`config.mk`:
```
export PLATFORM = sky130hd
export DESIGN_NAME = fetch_unit
export DESIGN_NICKNAME = d
export VERILOG_FILES = /design/src/rtl/fetch_unit_pkg.sv /design/src/rtl/next_pc_calc.sv /design/src/rtl/fetch_unit.sv
export SDC_FILE = /design/constraint.sdc
export NUM_CORES = 1
export LEC_CHECK = 0
export CELL_PAD_IN_SITES_DETAIL_PLACEMENT = 1
export CELL_PAD_IN_SITES_GLOBAL_PLACEMENT = 2
export CORE_UTILIZATION = 25
export CTS_CLUSTER_DIAMETER = 150
export DETAILED_ROUTE_END_ITERATION = 10
export GPL_ROUTABILITY_DRIVEN = 0
export PLACE_DENSITY = 0.77
export REMOVE_ABC_BUFFERS = 1
export SLEW_MARGIN = 10
export SYNTH_ARGS = -nofsm -noshare
export SYNTH_HDL_FRONTEND = slang
export SYNTH_SLANG_ARGS = --single-unit
```
`constraint.sdc`:
```
create_clock -name clk -period 3.5 [get_ports clk]
set_input_delay 0.35 -clock clk [delete_from_list [all_inputs] [get_ports clk]]
set_output_delay 0.35 -clock clk [all_outputs]
set_load 0.05 [all_outputs]
```
`src/rtl/fetch_unit_pkg.sv`:
```
// Shared fetch/decode constants: reset vector, fetch timeout,
// fetch FSM encoding and opcodes used by the control decoder.
package fetch_unit_pkg;

  localparam logic [31:0] RESET_VECTOR = 32'h0000_0000;
  localparam logic [7:0]  TIMEOUT      = 8'd255;

  localparam logic [1:0] S_IDLE = 2'd0;
  localparam logic [1:0] S_REQ  = 2'd1;
  localparam logic [1:0] S_HOLD = 2'd2;
  localparam logic [1:0] S_ERR  = 2'd3;

  localparam logic [5:0] OP_RTYPE = 6'b000000;
  localparam logic [5:0] OP_J     = 6'b000010;
  localparam logic [5:0] OP_JAL   = 6'b000011;
  localparam logic [5:0] OP_BEQ   = 6'b000100;
  localparam logic [5:0] OP_BNE   = 6'b000101;
  localparam logic [5:0] OP_ADDI  = 6'b001000;
  localparam logic [5:0] OP_LW    = 6'b100011;
  localparam logic [5:0] OP_SW    = 6'b101011;

  function automatic logic [31:0] br_off(
    input logic [15:0] imm
  );
    return {{14{imm[15]}}, imm, 2'b00};
  endfunction

endpackage

```
`src/rtl/next_pc_calc.sv`:
```
// Next fetch address: jump beats taken branch beats
// sequential; all arithmetic wraps at 32 bits.
module next_pc_calc
  import fetch_unit_pkg::*;
(
  input  logic [31:0] pc_plus4,
  input  logic [31:0] instr,
  input  logic        branch_taken,
  input  logic        mux_branch_jump,
  output logic [31:0] next_pc
);

  logic unused_op;
  assign unused_op = ^instr[31:26];

  always_comb begin
    next_pc = pc_plus4;
    if (!mux_branch_jump)
      next_pc = {pc_plus4[31:28], instr[25:0], 2'b00};
    else if (branch_taken)
      next_pc = pc_plus4 + br_off(instr[15:0]);
  end

endmodule

```
`src/rtl/fetch_unit.sv`:
```
// Instruction fetch: request/ack to imem, hold the word
// until downstream accepts, then steer to the next PC.
module fetch_unit
  import fetch_unit_pkg::*;
(
  input  logic        clk,
  input  logic        rst,
  output logic        imem_req,
  output logic [31:0] imem_addr,
  input  logic        imem_ack,
  input  logic [31:0] imem_rdata,
  output logic [31:0] instr,
  output logic [5:0]  opcode,
  output logic [31:0] pc,
  output logic [31:0] pc_plus4,
  output logic        instr_valid,
  input  logic        instr_accept,
  input  logic        branch_taken,
  input  logic        mux_branch_jump,
  output logic        fetch_err
);

  logic [1:0]  state;
  logic [31:0] fetch_pc;
  logic [31:0] pc_q;
  logic [31:0] instr_q;
  logic [31:0] next_pc;
  logic [7:0]  cnt;

  next_pc_calc u_npc (
    .pc_plus4        (pc_plus4),
    .instr           (instr_q),
    .branch_taken    (branch_taken),
    .mux_branch_jump (mux_branch_jump),
    .next_pc         (next_pc)
  );

  always_ff @(posedge clk) begin
    if (rst) begin
      state    <= S_IDLE;
      fetch_pc <= RESET_VECTOR;
      pc_q     <= 32'h0;
      instr_q  <= 32'h0;
      cnt      <= 8'h0;
    end else begin
      unique case (state)
        S_IDLE: begin
          state <= S_REQ;
          cnt   <= 8'h0;
        end
        S_REQ: begin
          // ack on the last allowed cycle still wins
          if (imem_ack) begin
            instr_q <= imem_rdata;
            pc_q    <= fetch_pc;
            state   <= S_HOLD;
          end else begin
            cnt <= cnt + 8'd1;
            if (cnt == TIMEOUT - 8'd1)
              state <= S_ERR;
          end
        end
        S_HOLD: begin
          if (instr_accept) begin
            fetch_pc <= next_pc;
            cnt      <= 8'h0;
            state    <= S_REQ;
          end
        end
        S_ERR: begin
          state <= S_ERR;
        end
        default: state <= S_IDLE;
      endcase
    end
  end

  assign imem_req    = (state == S_REQ);
  assign imem_addr   = imem_req ? fetch_pc : 32'h0;
  assign instr_valid = (state == S_HOLD);
  assign instr       = instr_valid ? instr_q : 32'h0;
  assign opcode      = instr[31:26];
  assign pc          = pc_q;
  assign pc_plus4    = pc_q + 32'd4;
  assign fetch_err   = (state == S_ERR);

endmodule

```
# After elaboration in Yosys (flattened, before gate mapping)
# Index checks and enable logic that the tools add are counted.
word_totals:
  register_bits: 106
  inputBits: 38
  output_inout_bits: 137
  wordCells: 32
op_classes:
  add_sub_neg: 3
  eq_ne: 7
  muxes: 11
  n_reduce_logical: 6
op_table:
  columns: ["cell", "count"]
  rows:
  - ["$mux 32", 4]
  - ["$add 32x3->32 const B", 1]
  - ["$add 32x32->32", 1]
  - ["$pmux 8 s3", 1]
  - ["$mux 8", 2]
  - ["$add 8x1->8 const B", 1]
  - ["$eq 8x8->1 const B", 1]
  - ["$pmux 2 s4", 1]
  - ["$mux 2", 3]
  - ["$reduce_and 2->1", 3]
  - ["$eq 2x2->1 const B", 2]
  - ["$ne 3x1->1 const B", 1]
  - ["$reduce_and 3->1", 1]
  - ["$reduce_bool 3->1", 1]
  - ["$eq 2x1->1 const B", 1]
  - ["$logic_not 2->1", 1]
  - ["$ne 2x1->1 const B", 1]
  - ["$ne 2x2->1 const B", 1]

# Longest topological paths before layout
# Gate-level depths: netlist of run 1.
depth:
  word_depth: 4
  ltp_mapped: 17
  depth_no_buf: 16

# By module
# From an unflattened synthesis of run 1, not the netlist that was laid out.
hier_totals:
  hier_cells: 969
  hier_area_um2: 7045.5
modules_own_cells:
  columns: ["module", "instances", "cells_per_inst", "area_each_um2", "seq_area_each_um2"]
  rows:
  - ["fetch_unit", 1, 640, 4857.2, 2122.0]
  - ["next_pc_calc", 1, 329, 2188.3, 0.0]

# Least setup slack after synthesis of run 1
# No wires, ideal clock.
synth_path:
  path_kind: "register -> register"
  from: "register pc_q[2], in the netlist pc[2]"
  to: "register fetch_pc[31]"
  setup_time_ns: 0.117
  arrival_time_ns: 4.724
  required_time_ns: 3.383
  slack_ns: -1.341
  stages_incl_launch_ff: 18
  path_buffers: 2
  synth_period_minus_slack_ns: 4.841
  cell_sequence: "dfxtp_1 ha_1 and3_1 clkbuf_1 nand3_1 nor2_1 xor2_1 ha_1 clkbuf_1 nand2_1 o21ai_1 o41a_1 nand3_1 nand2_1 o41ai_4 xnor2_1 a31o_1 a32o_1"
synth_between:
  elab_chain_cells: 4
synth_rtl:
  columns: ["item", "line_no", "text"]
  rows:
  - ["start: declaration", "fetch_unit.sv:25", "logic [31:0] pc_q;"]
  - ["start signal: assignment", "fetch_unit.sv:55", "pc_q <= fetch_pc;"]
  - ["$add 32x3->32", "fetch_unit.sv:84", "assign pc_plus4 = pc_q + 32'd4;"]
  - ["net pc_plus4[24]", "fetch_unit.sv:15", "output logic [31:0] pc_plus4,"]
  - ["$add 32x32->32", "next_pc_calc.sv:21", "next_pc = pc_plus4 + br_off(instr[15:0]);"]
  - ["$mux 32", "next_pc_calc.sv:20", "else if (branch_taken)"]
  - ["$mux 32", "next_pc_calc.sv:18", "if (!mux_branch_jump)"]
  - ["end signal: assignment", "fetch_unit.sv:65", "fetch_pc <= next_pc;"]
  - ["end: declaration", "fetch_unit.sv:24", "logic [31:0] fetch_pc;"]
# The timed path passes the listed nets, and every way through them passes these cells.
# A chain may end at the register's enable or synchronous reset.

# Worst setup path after layout of run 1
layout_path:
  from: "register pc_q[6], in the netlist pc[6]"
  to: "register fetch_pc[21]"
layout_between:
  elab_chain_cells: 4
layout_rtl:
  columns: ["item", "line_no"]
  rows:
  - ["$add 32x3->32 (*)", "fetch_unit.sv:84"]
  - ["$add 32x32->32", "next_pc_calc.sv:21"]
  - ["$mux 32 (*)", "next_pc_calc.sv:20"]
  - ["$mux 32 (*)", "next_pc_calc.sv:18"]
# Mark *: on every way between the ends. The rest lies on a longest branch, timed or not.

==> results.ini, run 1 <==
[synth]
synth_edf_count=0
synth_top_area_frac=0.309
synthTopCellsByArea=dfxtp_1 31%, nand2_1 10%, a21oi_1 7.8%
synth-seq-cells=106
syn_avg_cell_area_um2=7.49
synth_area_leader_cell=dfxtp_1
synth_area_mm2=0.00686
synth_cell_types=62
synth_ff_type=dfxtp_1
async_flop_share=0
synthCells=915
yosys.cell_count.top_type=nand2_1
yosys_warnings=0
synth_seq_area_share=0.309
synth_common_cells=188 x nand2_1, 107 x a21oi_1, 106 x dfxtp_1

[power_and_ir_drop]
power_switching_uw=858
pwr-share-comb=0.153
leakagePower_uw=0.00408
switching_share=0.312
peakVddDrop_mv=0.170
p_int_uw=1890
p_clk_frac=0.388
seq_power_share=0.459
p_per_area_mw_per_mm2=268

[route]
dr.first_iter.drc_count=287
antenna_left=0
vias=7396
routed_via_density=4.92
drc=0
wirelength_mm=27.8
routedWlPerCell_um=18.5
dr.pass1.iters=4

[finish]
drive_gt1_frac=0.186
num_antenna_cells=0
final_net_count=1235
area_growth_pct=49.6
fin_util=0.381

[clock_network]
cts-buffers-inserted=9
path_clk_slew_ns=0.09
cts_root_buf=clkbuf_16
cts_tree=yes
htree_levels=3
clock_path_buffers=2
clk_latency_ns=0.37
cts_sinks=106

[setup_path]
worst_setup_path_end_kind=register
cp.required_ns=3.79
timing.rr.end=fetch_pc[21]$_SDFFE_PP0P_
max_stage_delay_ns=0.35
crit_top_cell=buf_12
cp-start-kind=register
crit_slowest_cell=ha_1
r2r_start=pc[6]$_SDFFE_PP0P_
crit_cells=16
cp-startpoint=pc[6]$_SDFFE_PP0P_
crit_type=reg -> reg
path_cells=and3_4 -> and4_4 -> buf_12 -> nand2_1 -> xnor2_2 -> ha_1 -> nand3_2 -> a211oi_4 -> o41ai_4 -> buf_12 -> or2_2 -> a31oi_4 -> buf_6 -> xor2_1 -> mux2i_1 -> o22ai_1
critical-path-top-delay-family=simple AND/OR/NAND/NOR gates
regToRegSetupSlack_ns=0.09
reg2reg_depth=16
crit_buf_inv=3
cp_max_fo=8
arrival_ns=3.70
crit_end=fetch_pc[21]$_SDFFE_PP0P_

[global_route]
antenna_found_initial=1
grt_pass1_vias=7658
grt_usage=0.196
grt_pass1_wl_mm=43.0
grt-ovfl-total=0
grt_max_degree=78

[timing]
finalMaxSlewViolations=0
max-slew-margin-rel=0.494
holdWs_ns=0.367
fin_skew_ns=0.0108
post-route-period-util=0.974
post-route-min-period_ns=3.41
tightest_slew_ns=0.756
rsz0062_at_grt=true
fmax_mhz=293
hold_viol_final=0
setup-violations-final=0

[die]
fp.dieW_um=168
core_area_mm2=0.0270
start_util=0.254
pin_count=175
die_h_um=168
dieArea_mm2=0.0281
rows=60

[placement]
dp_hpwl_mm=20.0
io_buffers=174

[min_path]
hp-class=in -> reg

[job]
cap_violations=0

[status]
status=complete, no violations

## metrics by stage
| stage | area, um^2 | setup WS [ns] | instances | TNS, ns | total power [uW] |
|---|---|---|---|---|---|
| 2_1_floorplan | 6600 | -1.30 | 856 | -28.04 | 1480 |
| 3_3_place_gp | 9590 | -0.0524 | 1474 | -0.0524 | 1700 |
| 3_5_place_dp | 9590 | -0.202 | 1474 | -0.202 | 1710 |
| 4_1_cts | 10000 | 0.00481 | 1498 | 0 | 2790 |
| 5_1_grt | 10300 | -0.0694 | 1504 | -0.253 | 2870 |
| 6_report | 10300 | 0.0902 | 1504 | 0 | 2750 |
## layer usage
| layer | track usage | share of wire | vias up |
|---|---|---|---|
| met3 | 0.0317 | 0.042 | 25 |
| met4 | 0.0435 | 0.014 | 0 |
| met2 | 0.335 | 0.47 | 152 |
| met5 | 0 | 0 | - |
| li1 | - | - | 3634 |
| met1 | 0.258 | 0.47 | 3585 |
## power groups by stage
stage	sequential (uW)	combinational [uW]	clock [uW]
6_report	1260	420	1070
3_3_place_gp	1290	411	0
3_5_place_dp	1290	416	0
5_1_grt	1270	462	1140
2_1_floorplan	1290	197	0
4_1_cts	1260	421	1100
## final cells by class
| class | instances | area [um^2] |
|---|---|---|
| fillers | 3217 | 16700 |
| multi-input cells | 738 | 4710 |
| repair buffers | 291 | 2660 |
| flip-flops and latches | 106 | 2130 |
| well taps | 341 | 427 |
| clock buffers | 9 | 225 |
| clock inverters | 7 | 66.3 |
| inverters | 12 | 45.0 |
## state kept, by name, indices dropped and copies added, names as in the netlist
| name | cells |
|---|---|
| cnt | 8 |
| state | 2 |
| fetch_pc | 32 |
| pc | 32 |
| instr_q | 32 |
## worst min path at each step
stage	from	to	cells past startpoint	slack, ns
2_1_floorplan	rst	fetch_pc[0]$_SDFFE_PP0P_	1	0.42
3_3_place_gp	instr_q[27]$_SDFFE_PP0P_	instr_q[27]$_SDFFE_PP0P_	2	0.44
3_5_place_dp	instr_q[26]$_SDFFE_PP0P_	instr_q[26]$_SDFFE_PP0P_	2	0.45
4_1_cts	rst	cnt[1]$_SDFFE_PP0P_	2	0.36
5_1_grt	rst	cnt[0]$_SDFFE_PP0P_	2	0.38
6_report	rst	cnt[1]$_SDFFE_PP0P_	2	0.37
## cells in the final DEF, fill, tap and decap left out, types with 22 or more instances in the layout
cell,netlist,routed
and2_1,69,67
clkdlybuf4s50_1,0,161
a21oi_1,107,102
buf_4,8,122
nor2_1,59,56
xnor2_1,29,22
ha_1,38,34
nand2_1,188,184
dfxtp_1,106,96
xor2_1,25,22
## what timing repair did
action,4_1_cts,5_1_grt
endpoints found under the setup margin,1,13
hold buffers,0,0
buffers inserted,8,6
pin swaps,14,21
resized for setup,24,41
## logic make-up after synthesis
group	Yosys count	synth area share
DFF	106	0.309
and+or+nand+nor	408	0.280
xor gates and xnor gates	55	0.0714
muxes	8	0.0117
AOI/OAI and AO/OA	228	0.212
adders and majority gates	39	0.0723
buffers and inverters	71	0.0434
(Power assumes the default switching activity.)
==> run 2: changes to the inputs <==
--- a/config.mk
+++ b/config.mk
@@ -12,7 +12,6 @@
 export DETAILED_ROUTE_END_ITERATION = 10
 export GPL_ROUTABILITY_DRIVEN = 0
 export PLACE_DENSITY = 0.77
-export REMOVE_ABC_BUFFERS = 1
 export SLEW_MARGIN = 10
 export SYNTH_ARGS = -nofsm -noshare
 export SYNTH_HDL_FRONTEND = slang
==> results.ini, run 2 (synthesized netlist as in run 1, its figures left out) <==
[clock_network]
cts-buffers-inserted=9
cts_tree=yes
path_clk_slew_ns=0.08
holdBufCountCts=0
cts_root_buf=clkbuf_16
clock_path_buffers=2
htree_levels=3
clk_latency_ns=0.37
cts_sinks=106

[die]
start_util=0.254
pin_count=175
rows=60
core_area_mm2=0.0270
dieArea_mm2=0.0281
fp.dieW_um=168
die_h_um=168

[route]
routed_via_density=4.95
dr.pass1.iters=4
wirelength_mm=29.5
drc=0
antenna_left=0
routedWlPerCell_um=19.7
vias=7402
dr.first_iter.drc_count=312

[status]
status=complete, no violations

[setup_path]
cp.required_ns=3.76
cp-start-kind=register
cp_max_fo=8
crit_type=reg -> reg
worst_setup_path_end_kind=register
arrival_ns=3.73

[finish]
stdcell_count=1496
multiInputGateArea_mm2=0.00500
area_growth_pct=54.1
regArea_mm2=0.00218
fill_cells=3194
final_common_cell=nand2_1
final_cell_mix=184 x nand2_1, 171 x clkdlybuf4s50_1, 106 x buf_4
drive_gt1_frac=0.192
final_net_count=1226

[global_route]
grt_pass1_vias=7799
grt-ovfl-total=0
grt_pass1_wl_mm=45.7
grt_max_degree=66
antenna_found_initial=0
grt_usage=0.210

[power_and_ir_drop]
pwr-share-comb=0.155
p_per_area_mw_per_mm2=263
p_clk_frac=0.393
leakagePower_uw=0.00417
seq_power_share=0.452
peakVddDrop_mv=0.175
p_int_uw=1940
switching_share=0.302
power_switching_uw=839

[timing]
hold_viol_final=0
fin_skew_ns=0.0102
setup-violations-final=0
max-slew-margin-rel=0.449
tightest_slew_ns=0.825
holdWs_ns=0.430
setup_tns_ns=0
post-route-min-period_ns=3.47
post-route-period-util=0.991
fmax_mhz=288
rsz0062_at_grt=true
finalMaxSlewViolations=0

[placement]
dp_hpwl_mm=22.1
place_inst=1474
io_buffers=174

[synth]
synth_fp_nets=992

[job]
cap_violations=0

[min_path]
hp-class=in -> reg

## run 2: cell count changes in the layout (fill, tap and decap cells not counted), sizes merged
cell / before / now
diode: 0 / 1
clkbuf: 9 / 11
clkinvlp: 0 / 1
inv: 16 / 14
clkdlybuf4s50: 161 / 171
buf: 130 / 111
clkinv: 3 / 2
## run 2: path summary, 6_finish.rpt
path	cells past startpoint	slack [ns]	to	from
worst max register to register	15	0.03	fetch_pc[31]$_SDFFE_PP0P_	pc[2]$_SDFFE_PP0P_
worst max-delay path	15	0.03	fetch_pc[31]$_SDFFE_PP0P_	pc[2]$_SDFFE_PP0P_
worst min register to register	2	0.46	instr_q[26]$_SDFFE_PP0P_	instr_q[26]$_SDFFE_PP0P_
worst min-delay path	2	0.43	instr_q[22]$_SDFFE_PP0P_	rst
## run 2: repair_timing
action,CTS,global route
endpoints found under the setup margin,4,16
gates resized for setup,4,36
pin swaps,1,21
buffers inserted,0,5
## run 2: power groups by stage
stage               Combinational, uW  Clock, uW  Sequential, uW
floorplan                         237          0            1270
global placement                  423          0            1280
detailed placement                429          0            1280
CTS                               432       1140            1250
global route                      469       1160            1260
finish                            432       1090            1250
## run 2: layout make-up
cell class,instances,area share
well taps,341,0.0404
inverters,12,0.00426
clock inverters,5,0.00414
flip-flops and latches,106,0.207
clock buffers,11,0.0250
diodes,1,0.000237
repair buffers,282,0.246
multi-input cells,738,0.473
## run 2: metal layers
metal / up-vias / routed length, um / GRT usage
met4: 0 / 606 / 0.0594
met1: 3599 / 13800 / 0.271
li1: 3620 / - / -
met5: - / 0 / 0
met2: 150 / 14200 / 0.361
met3: 33 / 895 / 0.0317
## run 2: worst max-delay path, cell delays in order (launching register included)
cell and delay (ns):
dfxtp_4 0.37, ha_1 0.21, and3_4 0.18, buf_12 0.15
xor2_4 0.15, ha_1 0.29, a21o_1 0.19, a21oi_2 0.20
o21bai_2 0.12, o41ai_4 0.32, buf_4 0.19, o21ai_2 0.08
o41ai_4 0.32, xnor2_1 0.14, a31o_1 0.21, a32o_1 0.24
## run 2: metrics by stage
step                power [uW]  utilization  setup slack [ns]  area [um^2]
floorplan                 1510            -            -0.274         7300
global placement          1700        0.372            0.0484        10000
detailed placement        1710        0.372           -0.0400        10000
CTS                       2820        0.384           0.00134        10300
global route              2890        0.392            -0.165        10600
finish                    2780        0.392            0.0317        10600
==> patch 1 (settings of run 2) <==
Register the output `fetch_err`, without a reset; this adds one clock of latency there. The other outputs are not delayed to match.
--- a/src/rtl/fetch_unit.sv
+++ b/src/rtl/fetch_unit.sv
@@ -83,5 +83,7 @@
   assign pc          = pc_q;
   assign pc_plus4    = pc_q + 32'd4;
-  assign fetch_err   = (state == S_ERR);
+  always_ff @(posedge clk) begin
+    fetch_err <= (state == S_ERR);
+  end
 
 endmodule
Formal check against the unedited RTL: same outputs for any inputs over 4 cycles, from zero or initial values and one cycle with rst high; that may be too few to reach the edited logic, so the function may still have changed.
==> patch 1 against run 2 <==
- the flow now finishes with violations (setup timing)
- wire length up 0.23%
- sequential share of layout area down 0.15 points
- sequential cell count up 1
- die area up 0.29%
- cell area up 1.6%
- first-iteration DRC count down 8.7%
- total power down 0.98%
- fmax down 4.1%
- non-clock buffer count up 16
- synthesized area up 0.29%
- worst setup slack worse by 0.15 ns
- critical path type unchanged
- largest cell class unchanged
- highest routed layer unchanged
==> patch 1: results (changes against run 2) <==
| Metric | Value |
|---|---|
| Status | complete, but fails checks |
| Failing checks | setup timing |
| # diodes | 0 (-1) |
| Dpl ws | -0.155 ns (-0.115 ns) |
| Non-CTS buffers | 298 (+5.7%) |
| Fillers | 3181 (-0.41%) |
| Peak supply drop | 221 µV (+26%) |
| Crit path DAT | 3.87 ns (+0.14 ns) |
| Wire per inst | 19.5 µm (-0.83%) |
| Cell count of the worst reg-to-reg path | 17 (+2) |
| Setup TNS | -0.116 ns (-0.116 ns) |
| NetSw | 0.000851 W (+1.5%) |
| Layout cell share with drive strength beyond 1 | 21.3% (+2.0 points) |
| Skew final | 0.0106 ns (+0.000372 ns) |
| Worst Setup Slack, final | -0.116 ns (-0.148 ns) |
| Clock sink count | 107 (+0.94%) |
| Setup violations, final | 1 (+1) |
| Net count after synthesis | 993 (+0.10%) |
| Synth cell count leaders | 188 x nand2_1, 107 x a21oi_1, 107 x dfxtp_1, 69 x and2_1, 59 x nor2_1 |
| CP max FO | 4 (-4) |
| Endpoint, Worst Hold | instr_q[13] |
| Data buffer area share | 25.3% (+0.71 points) |
| Largest net degree at the start of global routing | 58 (-12%) |
| Hold_ws | 0.274 ns (-0.155 ns) |
| R2R Path Start | pc[15] |
| Vias in the first global route | 7837 (+0.49%) |
| Vias per cell | 4.94 (-0.16%) |
| Iteration-0 DRC Markers | 285 (-8.7%) |
==> patch 1: changes by cell type after synthesis <==
cell     change
dfxtp_1      +1
==> patch 1: cell families (layout without fill, tap and decap cells) <==
logic type / Yosys count / after routing / synth area share, %
simple gates: 408 / 408 / 27.9
compound gates: 228 / 228 / 21.2
flops: 107 / 107 / 31.1
buf+inv: 71 / 326 / 4.33
xor+xnor: 55 / 55 / 7.11
fa+ha+maj: 39 / 39 / 7.21
mux: 8 / 8 / 1.16
==> patch 1: layer usage <==
layer  routed length (µm)  track usage [%]  part of all wire (%)
met1                13200             25.8                    45
met2                14600             37.6                    49
met3                 1120             3.03                   3.8
met4                  635             5.94                   2.2
met5                    0                0                     0
==> patch 1: power by group through the flow <==
stage	logic [W]	clock network, W	registers (W)
final	0.000441	0.00104	0.00127
after global routing	0.000481	0.00111	0.00127
after CTS	0.000439	0.00108	0.00126
after detailed placement	0.000435	0	0.00129
after global placement	0.000430	0	0.00129
after floorplan	0.000235	0	0.00129
==> patch 2 (settings of run 2) <==
Without the edit above. Change the package constant `TIMEOUT` from 8'd255 to 8'd128.
--- a/src/rtl/fetch_unit_pkg.sv
+++ b/src/rtl/fetch_unit_pkg.sv
@@ -4,5 +4,5 @@
 
   localparam logic [31:0] RESET_VECTOR = 32'h0000_0000;
-  localparam logic [7:0]  TIMEOUT      = 8'd255;
+  localparam logic [7:0]  TIMEOUT      = 8'd128;
 
   localparam logic [1:0] S_IDLE = 2'd0;
Behaviour: same outputs for any inputs over 4 cycles, from zero or initial values and one cycle with rst high; that may be too few to reach the edited logic, so the function may still have changed.
==> patch 2 against run 2 <==
- the flow now finishes with violations (setup timing)
- first-iteration DRC count shrank 7.1%
- wire length rose by 1.5%
- largest cell class unchanged
- cell area grew 1.3%
- total power decreased by 0.46%
- synthesized area grew 1.7%
- worst setup slack got worse by 0.041 ns
- sequential cell count unchanged
- fmax shrank 1.2%
==> patch 2: results (changes against run 2) <==
| Metric | Value |
|---|---|
| Worst Setup Slack, final | -0.00899 ns (-0.0407 ns) |
| Net count after synthesis | 1013 (+2.1%) |
| Dpl ws | -0.114 ns (-0.0740 ns) |
| Critical path class | reg2reg |
| Peak supply drop | 177 µV (+1.4%) |
| NumNets Final | 1237 (+0.90%) |
| Global-route wire length before repair | 45500 µm (-0.44%) |
| Vias in the first global route | 7979 (+2.3%) |
| Endpoint, Worst Hold | instr_q[28] |
| Hpwl dp | 22800 µm (+3.3%) |
| Hold path cells | 2 (unchanged) |
| Crit path DAT | 3.74 ns (about the same) |
| Combinational share of power | 16.2% (+0.7 points) |
| Post-synthesis sequential area ratio | 30.4% (-0.53 points) |
| Start point of the worst min-delay path | instr_q[28] |
| Setup violations, final | 1 (+1) |
| CP max FO | 6 (-2) |
| Synthesized-area fraction occupied by adder cells | 6.92% (-0.30 points) |
| WL met1 | 12400 µm (-9.7%) |
| Post-synth top flop | dfxtp_1 |
| Setup TNS | -0.00899 ns (-0.00899 ns) |
| Xor/xnor share of the synthesized area | 7.01% (-0.12 points) |
| Worst-path clk slew | 0.08 ns (about the same) |
| Least-Margin Pin Slew | 0.788 ns (-0.0363 ns) |
| P_int | 0.00194 W (-0.13%) |
| Mux share of post-synthesis cell area | 1.00% (-0.16 points) |
| Wire per inst | 19.5 µm (-1.2%) |
| M3 GR Usage | 3.11% (-0.057 points) |
| Status | complete, but fails checks |
| Final Instance Count excl. Fillers | 1538 (+2.8%) |
| Worst min-delay path category | reg2reg |
| Synth Area in Compound Gates | 21.9% (+0.70 points) |
| # diodes | 0 (-1) |
| Synth cell count leaders | 195 x nand2_1, 113 x a21oi_1, 106 x dfxtp_1, 69 x and2_1, 57 x nor2_1 |
| Skew final | 0.0123 ns (+0.00207 ns) |
| Count of cell types in the netlist | 70 (+13%) |
| Largest cells by area after synthesis | dfxtp_1 30%, nand2_1 10%, a21oi_1 8.1% |
| Layout cell share with drive strength beyond 1 | 20.1% (+0.83 points) |
| Fillers | 3268 (+2.3%) |
| Largest net degree at the start of global routing | 61 (-7.6%) |
| Initial antenna violation count | 0 (unchanged) |
| Static leakage | 4.15 nW (-0.61%) |
| Failing checks | setup timing |
| Met2 Use GR | 38.7% (+2.6 points) |
| Vias per cell | 4.92 (-0.50%) |
| Cells after synthesis | 937 (+2.4%) |
| Iteration-0 DRC Markers | 290 (-7.1%) |
| Metal3 WL | 1010 µm (+12%) |
| Switching share of power | 30.0% (-0.23 points) |
| GRT met1 Usage | 24.2% (-2.8 points) |
-- patch 2: layout make-up --
class                   instances  share of cell area (%)
well taps                     372                    4.35
clock buffers                  12                    2.50
repair buffers                274                    23.5
flip-flops and latches        106                    20.4
clock inverters                 4                   0.222
multi-input cells             751                    48.4
inverters                      19                   0.666
-- patch 2: per-stage QoR --
stage                     hold slack (ns)  instance area, µm²
after floorplan                     0.430                7410
after global placement              0.438                9980
after detailed placement            0.450                9980
after CTS                           0.460               10300
after global routing                0.480               10700
final                               0.457               10700
-- patch 2: kinds of logic after synthesis --
logic type,after synthesis
multiplexers,7
AO/OA/AOI/OAI,237
adder cells (fa/ha/maj),38
XOR/XNOR,55
buffers and inverters,80
flip-flops,106
AND/OR/NAND/NOR,414
-- patch 2: repair_timing --
| action | 4_1_cts | 5_1_grt |
|---|---|---|
| pin swaps | 5 | 28 |
| resized for setup | 3 | 56 |
| setup endpoints to repair | 5 | 16 |
| hold endpoints to repair | 0 | 0 |
| buffers inserted | 3 | 12 |
